[src/rtl/ahb_ram_ctrl.sv]
// AHB-Lite slave in front of a synchronous 32-bit single-port RAM; sub-word writes use read-modify-write.
// Optional macro AHB_RAM_CTRL_ERR_EN builds ERROR responses for illegal size/alignment.
module ahb_ram_ctrl #(
    parameter int ADDR_W = 10
) (
    input  logic              clk,
    input  logic              n_rst,
    input  logic              hsel,
    input  logic [1:0]        htrans,
    input  logic              hwrite,
    input  logic [2:0]        hsize,
    input  logic [31:0]       haddr,
    input  logic [31:0]       hwdata,
    output logic [31:0]       hrdata,
    output logic              hready,
    output logic              hresp,
    output logic [ADDR_W-1:0] ram_addr,
    output logic              ram_ren,
    output logic              ram_wen,
    output logic [31:0]       ram_wdata,
    input  logic [31:0]       ram_rdata
);

    typedef enum logic [2:0] {
        IDLE,
        READ,
`ifdef AHB_RAM_CTRL_ERR_EN
        ERR1,
        ERR2,
`endif
        RMW
    } state_e;

    state_e              state_q, state_d;
    logic                ph_q, ph_d;       // 0: first data-phase cycle of READ/RMW, 1: completion cycle
    logic                ww_q, ww_d;       // word-write data phase in progress
    logic [ADDR_W-1:0]   addr_q, addr_d;
    logic [2:0]          size_q, size_d;
    logic [1:0]          off_q, off_d;
    logic [31:0]         wdat_q, wdat_d;
    logic [31:0]         hrdata_q, hrdata_d;
    logic                hready_q, hready_d;
    logic                accept;
    logic                is_word;
    logic [3:0]          lane_mask;
    logic [31:0]         merged;

    logic unused_ok;
    assign unused_ok = ^{htrans[0], haddr[31:ADDR_W+2]};

    assign accept  = hsel & htrans[1] & hready_q;
    assign is_word = hsize[2] | hsize[1];

`ifdef AHB_RAM_CTRL_ERR_EN
    logic hresp_q, hresp_d;
    logic illegal;
    assign illegal = (hsize > 3'b010)
                   | ((hsize == 3'b001) & haddr[0])
                   | ((hsize == 3'b010) & (haddr[1:0] != 2'b00));
    assign hresp = hresp_q;
`else
    assign hresp = 1'b0;
`endif

    always_comb begin
        state_d  = state_q;
        ph_d     = 1'b0;
        ww_d     = 1'b0;
        addr_d   = addr_q;
        size_d   = size_q;
        off_d    = off_q;
        wdat_d   = wdat_q;
        hrdata_d = hrdata_q;
        case (state_q)
            READ: begin
                if (!ph_q) begin
                    ph_d = 1'b1;
                end else begin
                    state_d  = IDLE;
                    hrdata_d = ram_rdata;
                end
            end
            RMW: begin
                if (!ph_q) begin
                    ph_d   = 1'b1;
                    wdat_d = hwdata;
                end else begin
                    state_d = IDLE;
                end
            end
`ifdef AHB_RAM_CTRL_ERR_EN
            ERR1:    state_d = ERR2;
            ERR2:    state_d = IDLE;
`endif
            default: state_d = IDLE;
        endcase

        // A new address phase overrides the default transition of the completing transfer.
        if (accept) begin
            addr_d = haddr[ADDR_W+1:2];
            size_d = hsize;
            off_d  = haddr[1:0];
            ph_d   = 1'b0;
`ifdef AHB_RAM_CTRL_ERR_EN
            if (illegal)
                state_d = ERR1;
            else
`endif
            if (!hwrite)
                state_d = READ;
            else if (is_word) begin
                state_d = IDLE;
                ww_d    = 1'b1;
            end else
                state_d = RMW;
        end

        hready_d = 1'b1;
        if ((state_d == READ || state_d == RMW) && !ph_d)
            hready_d = 1'b0;
`ifdef AHB_RAM_CTRL_ERR_EN
        if (state_d == ERR1)
            hready_d = 1'b0;
        hresp_d = (state_d == ERR1) || (state_d == ERR2);
`endif
    end

    always_comb begin
        if (size_q == 3'b001)
            lane_mask = off_q[1] ? 4'b1100 : 4'b0011;
        else
            lane_mask = 4'b0001 << off_q;
        for (int i = 0; i < 4; i++)
            merged[8*i +: 8] = lane_mask[i] ? wdat_q[8*i +: 8] : ram_rdata[8*i +: 8];
    end

    always_ff @(posedge clk or negedge n_rst) begin
        if (!n_rst) begin
            state_q  <= IDLE;
            ph_q     <= 1'b0;
            ww_q     <= 1'b0;
            addr_q   <= '0;
            size_q   <= '0;
            off_q    <= '0;
            wdat_q   <= '0;
            hrdata_q <= '0;
            hready_q <= 1'b1;
`ifdef AHB_RAM_CTRL_ERR_EN
            hresp_q  <= 1'b0;
`endif
        end else begin
            state_q  <= state_d;
            ph_q     <= ph_d;
            ww_q     <= ww_d;
            addr_q   <= addr_d;
            size_q   <= size_d;
            off_q    <= off_d;
            wdat_q   <= wdat_d;
            hrdata_q <= hrdata_d;
            hready_q <= hready_d;
`ifdef AHB_RAM_CTRL_ERR_EN
            hresp_q  <= hresp_d;
`endif
        end
    end

    assign hready    = hready_q;
    assign ram_addr  = addr_q;
    assign ram_ren   = (state_q == READ || state_q == RMW) && !ph_q;
    assign ram_wen   = ww_q || (state_q == RMW && ph_q);
    assign ram_wdata = ww_q ? hwdata : ((state_q == RMW && ph_q) ? merged : 32'h0);
    assign hrdata    = (state_q == READ && ph_q) ? ram_rdata : hrdata_q;

endmodule

[config.mk]
export PLATFORM = sky130hd
export DESIGN_NAME = ahb_ram_ctrl
export DESIGN_NICKNAME = d
export VERILOG_FILES = /design/src/rtl/ahb_ram_ctrl.sv
export SDC_FILE = /design/constraint.sdc
export NUM_CORES = 1
export LEC_CHECK = 0
export ABC_AREA = 0
export BUFFER_PORTS_ARGS = -buffer_cell sky130_fd_sc_hd__buf_2
export CORE_MARGIN = 2
export CORE_UTILIZATION = 41
export CTS_CLUSTER_SIZE = 40
export DETAILED_ROUTE_END_ITERATION = 10
export PLACE_DENSITY_LB_ADDON = 0.05
export SKIP_CTS_REPAIR_TIMING = 1
export SLEW_MARGIN = 10
export SYNTH_ARGS = -nofsm -noshare
export SYNTH_HDL_FRONTEND = slang
export SYNTH_SLANG_ARGS = --single-unit
[constraint.sdc]
create_clock -name clk -period 2.5 [get_ports clk]
set_clock_uncertainty 0.1 [all_clocks]
set_input_delay 0.125 -clock clk [delete_from_list [all_inputs] [get_ports clk]]
set_output_delay 0.125 -clock clk [all_outputs]
set_load 0.01 [all_outputs]
==> results.sh <==
export IMPL_core_area_um2=10400
export IMPL_final_cells=777
export IMPL_final_cell_mix="159 x buf_2, 82 x dlygate4sd3_1, 82 x dfrtp_1, 71 x mux2_1, 45 x nand2_1"
export IMPL_vias=3984
export IMPL_drt_iter0_drc=96
export IMPL_status="complete, no violations"
export IMPL_critPathLaunchType="flop"
export IMPL_yosys_area_top_type="dfrtp_1"
export IMPL_maxCapViolations=0
export IMPL_globalRouteTotalUtil_pct=19.1
export IMPL_ios=183
export IMPL_start_util_pct=42.6
export IMPL_slew_headroom_pct=52.5
export IMPL_use_met2_pct=28.4
export IMPL_setup_viol=0
export IMPL_met3_usage_pct=5.15
export IMPL_fin_crit_ns=2.39
export IMPL_grt_pass1_vias=3523
export IMPL_rows=37
export IMPL_postRouteWirelength_um=11700
export IMPL_hp_class="input port to flop"
export IMPL_finalCritPeriodShare_pct=95.5
export IMPL_top_usage_layer="met2"
export IMPL_path_class="flop to primary output"
export IMPL_leakage_nw=3.03
export IMPL_grt_antenna_before_repair=0
export IMPL_worst_ep_arrival_time_ns=2.16
export IMPL_layout_drive_gt1_share_pct=30.1
export IMPL_placed_cell_area_um2=5370
export IMPL_rsz0062_at_grt="no"
export IMPL_syn_inst=411
export IMPL_synth_area_um2=4410
export IMPL_area_growth_pct=45.4
export IMPL_clk_pin_slew_ns=0.09
export IMPL_num_fill_cells=848
export IMPL_cp_max_fo=16
export IMPL_drc_errors=0
export IMPL_synth_seq_area_share_pct=48.2
export IMPL_whs_ns=0.0112
export IMPL_cts_tree="yes"
export IMPL_cts_buffers_inserted=9
export IMPL_irDropWorstVdd_v=0.000303
export IMPL_ys_ff_latch=85
export IMPL_htree_levels=3
export IMPL_drt_antenna_violating_nets=0
export IMPL_use_met1_pct=25.6
export IMPL_clk_latency_ns=0.35
export IMPL_final_common_cell="buf_2"
export IMPL_ys_flop_type="dfrtp_1"
export IMPL_gp_congestion=0.747
export IMPL_async_reset_ff_share_pct=100
export IMPL_dieHeight_um=108
export IMPL_numPortBuffers=160
export IMPL_post_route_util_pct=61.9
export IMPL_grt_pass1_wl_um=17200
export IMPL_finalPower_mw=3.69
export IMPL_dieWidth_um=108
export IMPL_slew_violations=0
export IMPL_cts_sinks=85
export IMPL_dpl_worst_slack_ns=0.397
export IMPL_setup_tns_ns=0
export IMPL_yosysWarnings=0
export IMPL_grt_max_degree=71
export IMPL_nets=741
export IMPL_fmax_mhz=419
export IMPL_yosys_area_top_type_share_pct=47.6
export IMPL_yosys_cell_types_count=34
export IMPL_seq_area_um2=2130
export IMPL_dieArea_um2=11600
export IMPL_power_density_nw_per_um2=575
export IMPL_vias_per_cell=5.13
export IMPL_cts_root_buffer="clkbuf_8"
export IMPL_multi_input_area_um2=2110
export IMPL_tightest_slew_ns=0.712
export IMPL_firstDrtPassIters=4
export IMPL_final_area_um2=6410
export IMPL_synthTopCellsByArea="dfrtp_1 48%, mux2_1 18%, nand4_1 4.5%"
export IMPL_end_kind="primary output"
export IMPL_required_ns=2.28
export IMPL_clock_path_buffers=2
export IMPL_worst_slack_ns=0.111
export IMPL_place_inst=679
export IMPL_syn_area_per_cell_um2=10.7
export IMPL_hold_viol=0
export IMPL_synth_edf_count=0
export IMPL_hpwl_um=7600
export IMPL_wire_per_inst_um=15.1
export IMPL_grt_ovfl_total=0
export IMPL_antenna_cells=0
## state kept, by name, indices dropped and copies added (netlist names)
signal and count:
hrdata_q 32, size_q 3, off_q 2, hready 1, ww_q 1, ph_q 1, state_q 3, ram_addr 10
wdat_q 32
## kinds of logic (layout without fill, tap and decap cells)
group	after synthesis	count (layout)	share of synthesized area, %
compound gates	43	43	7.37
xor+xnor	1	1	0.199
buf+inv	49	278	4.65
flops	85	85	48.2
mux	71	71	18.1
other cells	1	2	0.0850
simple gates	161	161	21.3
## Yosys cell counts (2+ instances only)
cell type  number
dfrtp_1        84
mux2_1         71
nand2_1        45
nand4_1        32
nor2b_1        32
clkbuf_1       28
nand3b_1       24
o211ai_1       24
o21ai_1        10
nand3_1         9
a2111o_1        8
buf_2           8
clkinv_1        8
buf_1           3
nand2b_1        3
and2_1          2
nand4bb_1       2
nor2_1          2
## cell type report
class                      count  area share, %
clock buffer                  12           2.26
clock inverter                 4           1.13
inverter                       8          0.468
multi-input combinational    278           32.9
sequential                    85           33.2
tap                          136           2.65
timing repair buffer         254           27.4
## critical path, cell delays in order, from the launching register on
cell	delay (ns)
dfrtp_2	0.45
or4b_4	0.57
buf_6	0.18
a2111o_1	0.37
nand3_1	0.10
buf_2	0.13
## worst paths after layout
path / endpoint / cells past startpoint / from / slack (ns)
max in group asynchronous: wdat_q[13] / 3 / n_rst / 1.45
min: ww_q / 3 / htrans[1] / 0.01
max reg2reg: hrdata_q[16] / 3 / ph_q / 0.72
max: ram_wdata[1] / 5 / off_q[1] / 0.11
min reg2reg: hrdata_q[23] / 1 / hrdata_q[23] / 0.38
min in group asynchronous: hrdata_q[25] / 2 / n_rst / 0.18
## metal layers
layer  vias to the layer above  part of all wire [%]
li1                       1933                     -
met1                      1919                    47
met2                       112                    46
met3                        20                   5.0
met4                         0                   2.1
met5                         -                     0
## power breakdown
part           total, mW  leakage (nW)  internal [mW]  switching (mW)
Combinational      0.839          1.84          0.418           0.421
Clock               1.09         0.107          0.590           0.498
Sequential          1.76          1.08           1.65           0.118
No activity file was read; power rests on OpenSTA's default activity.
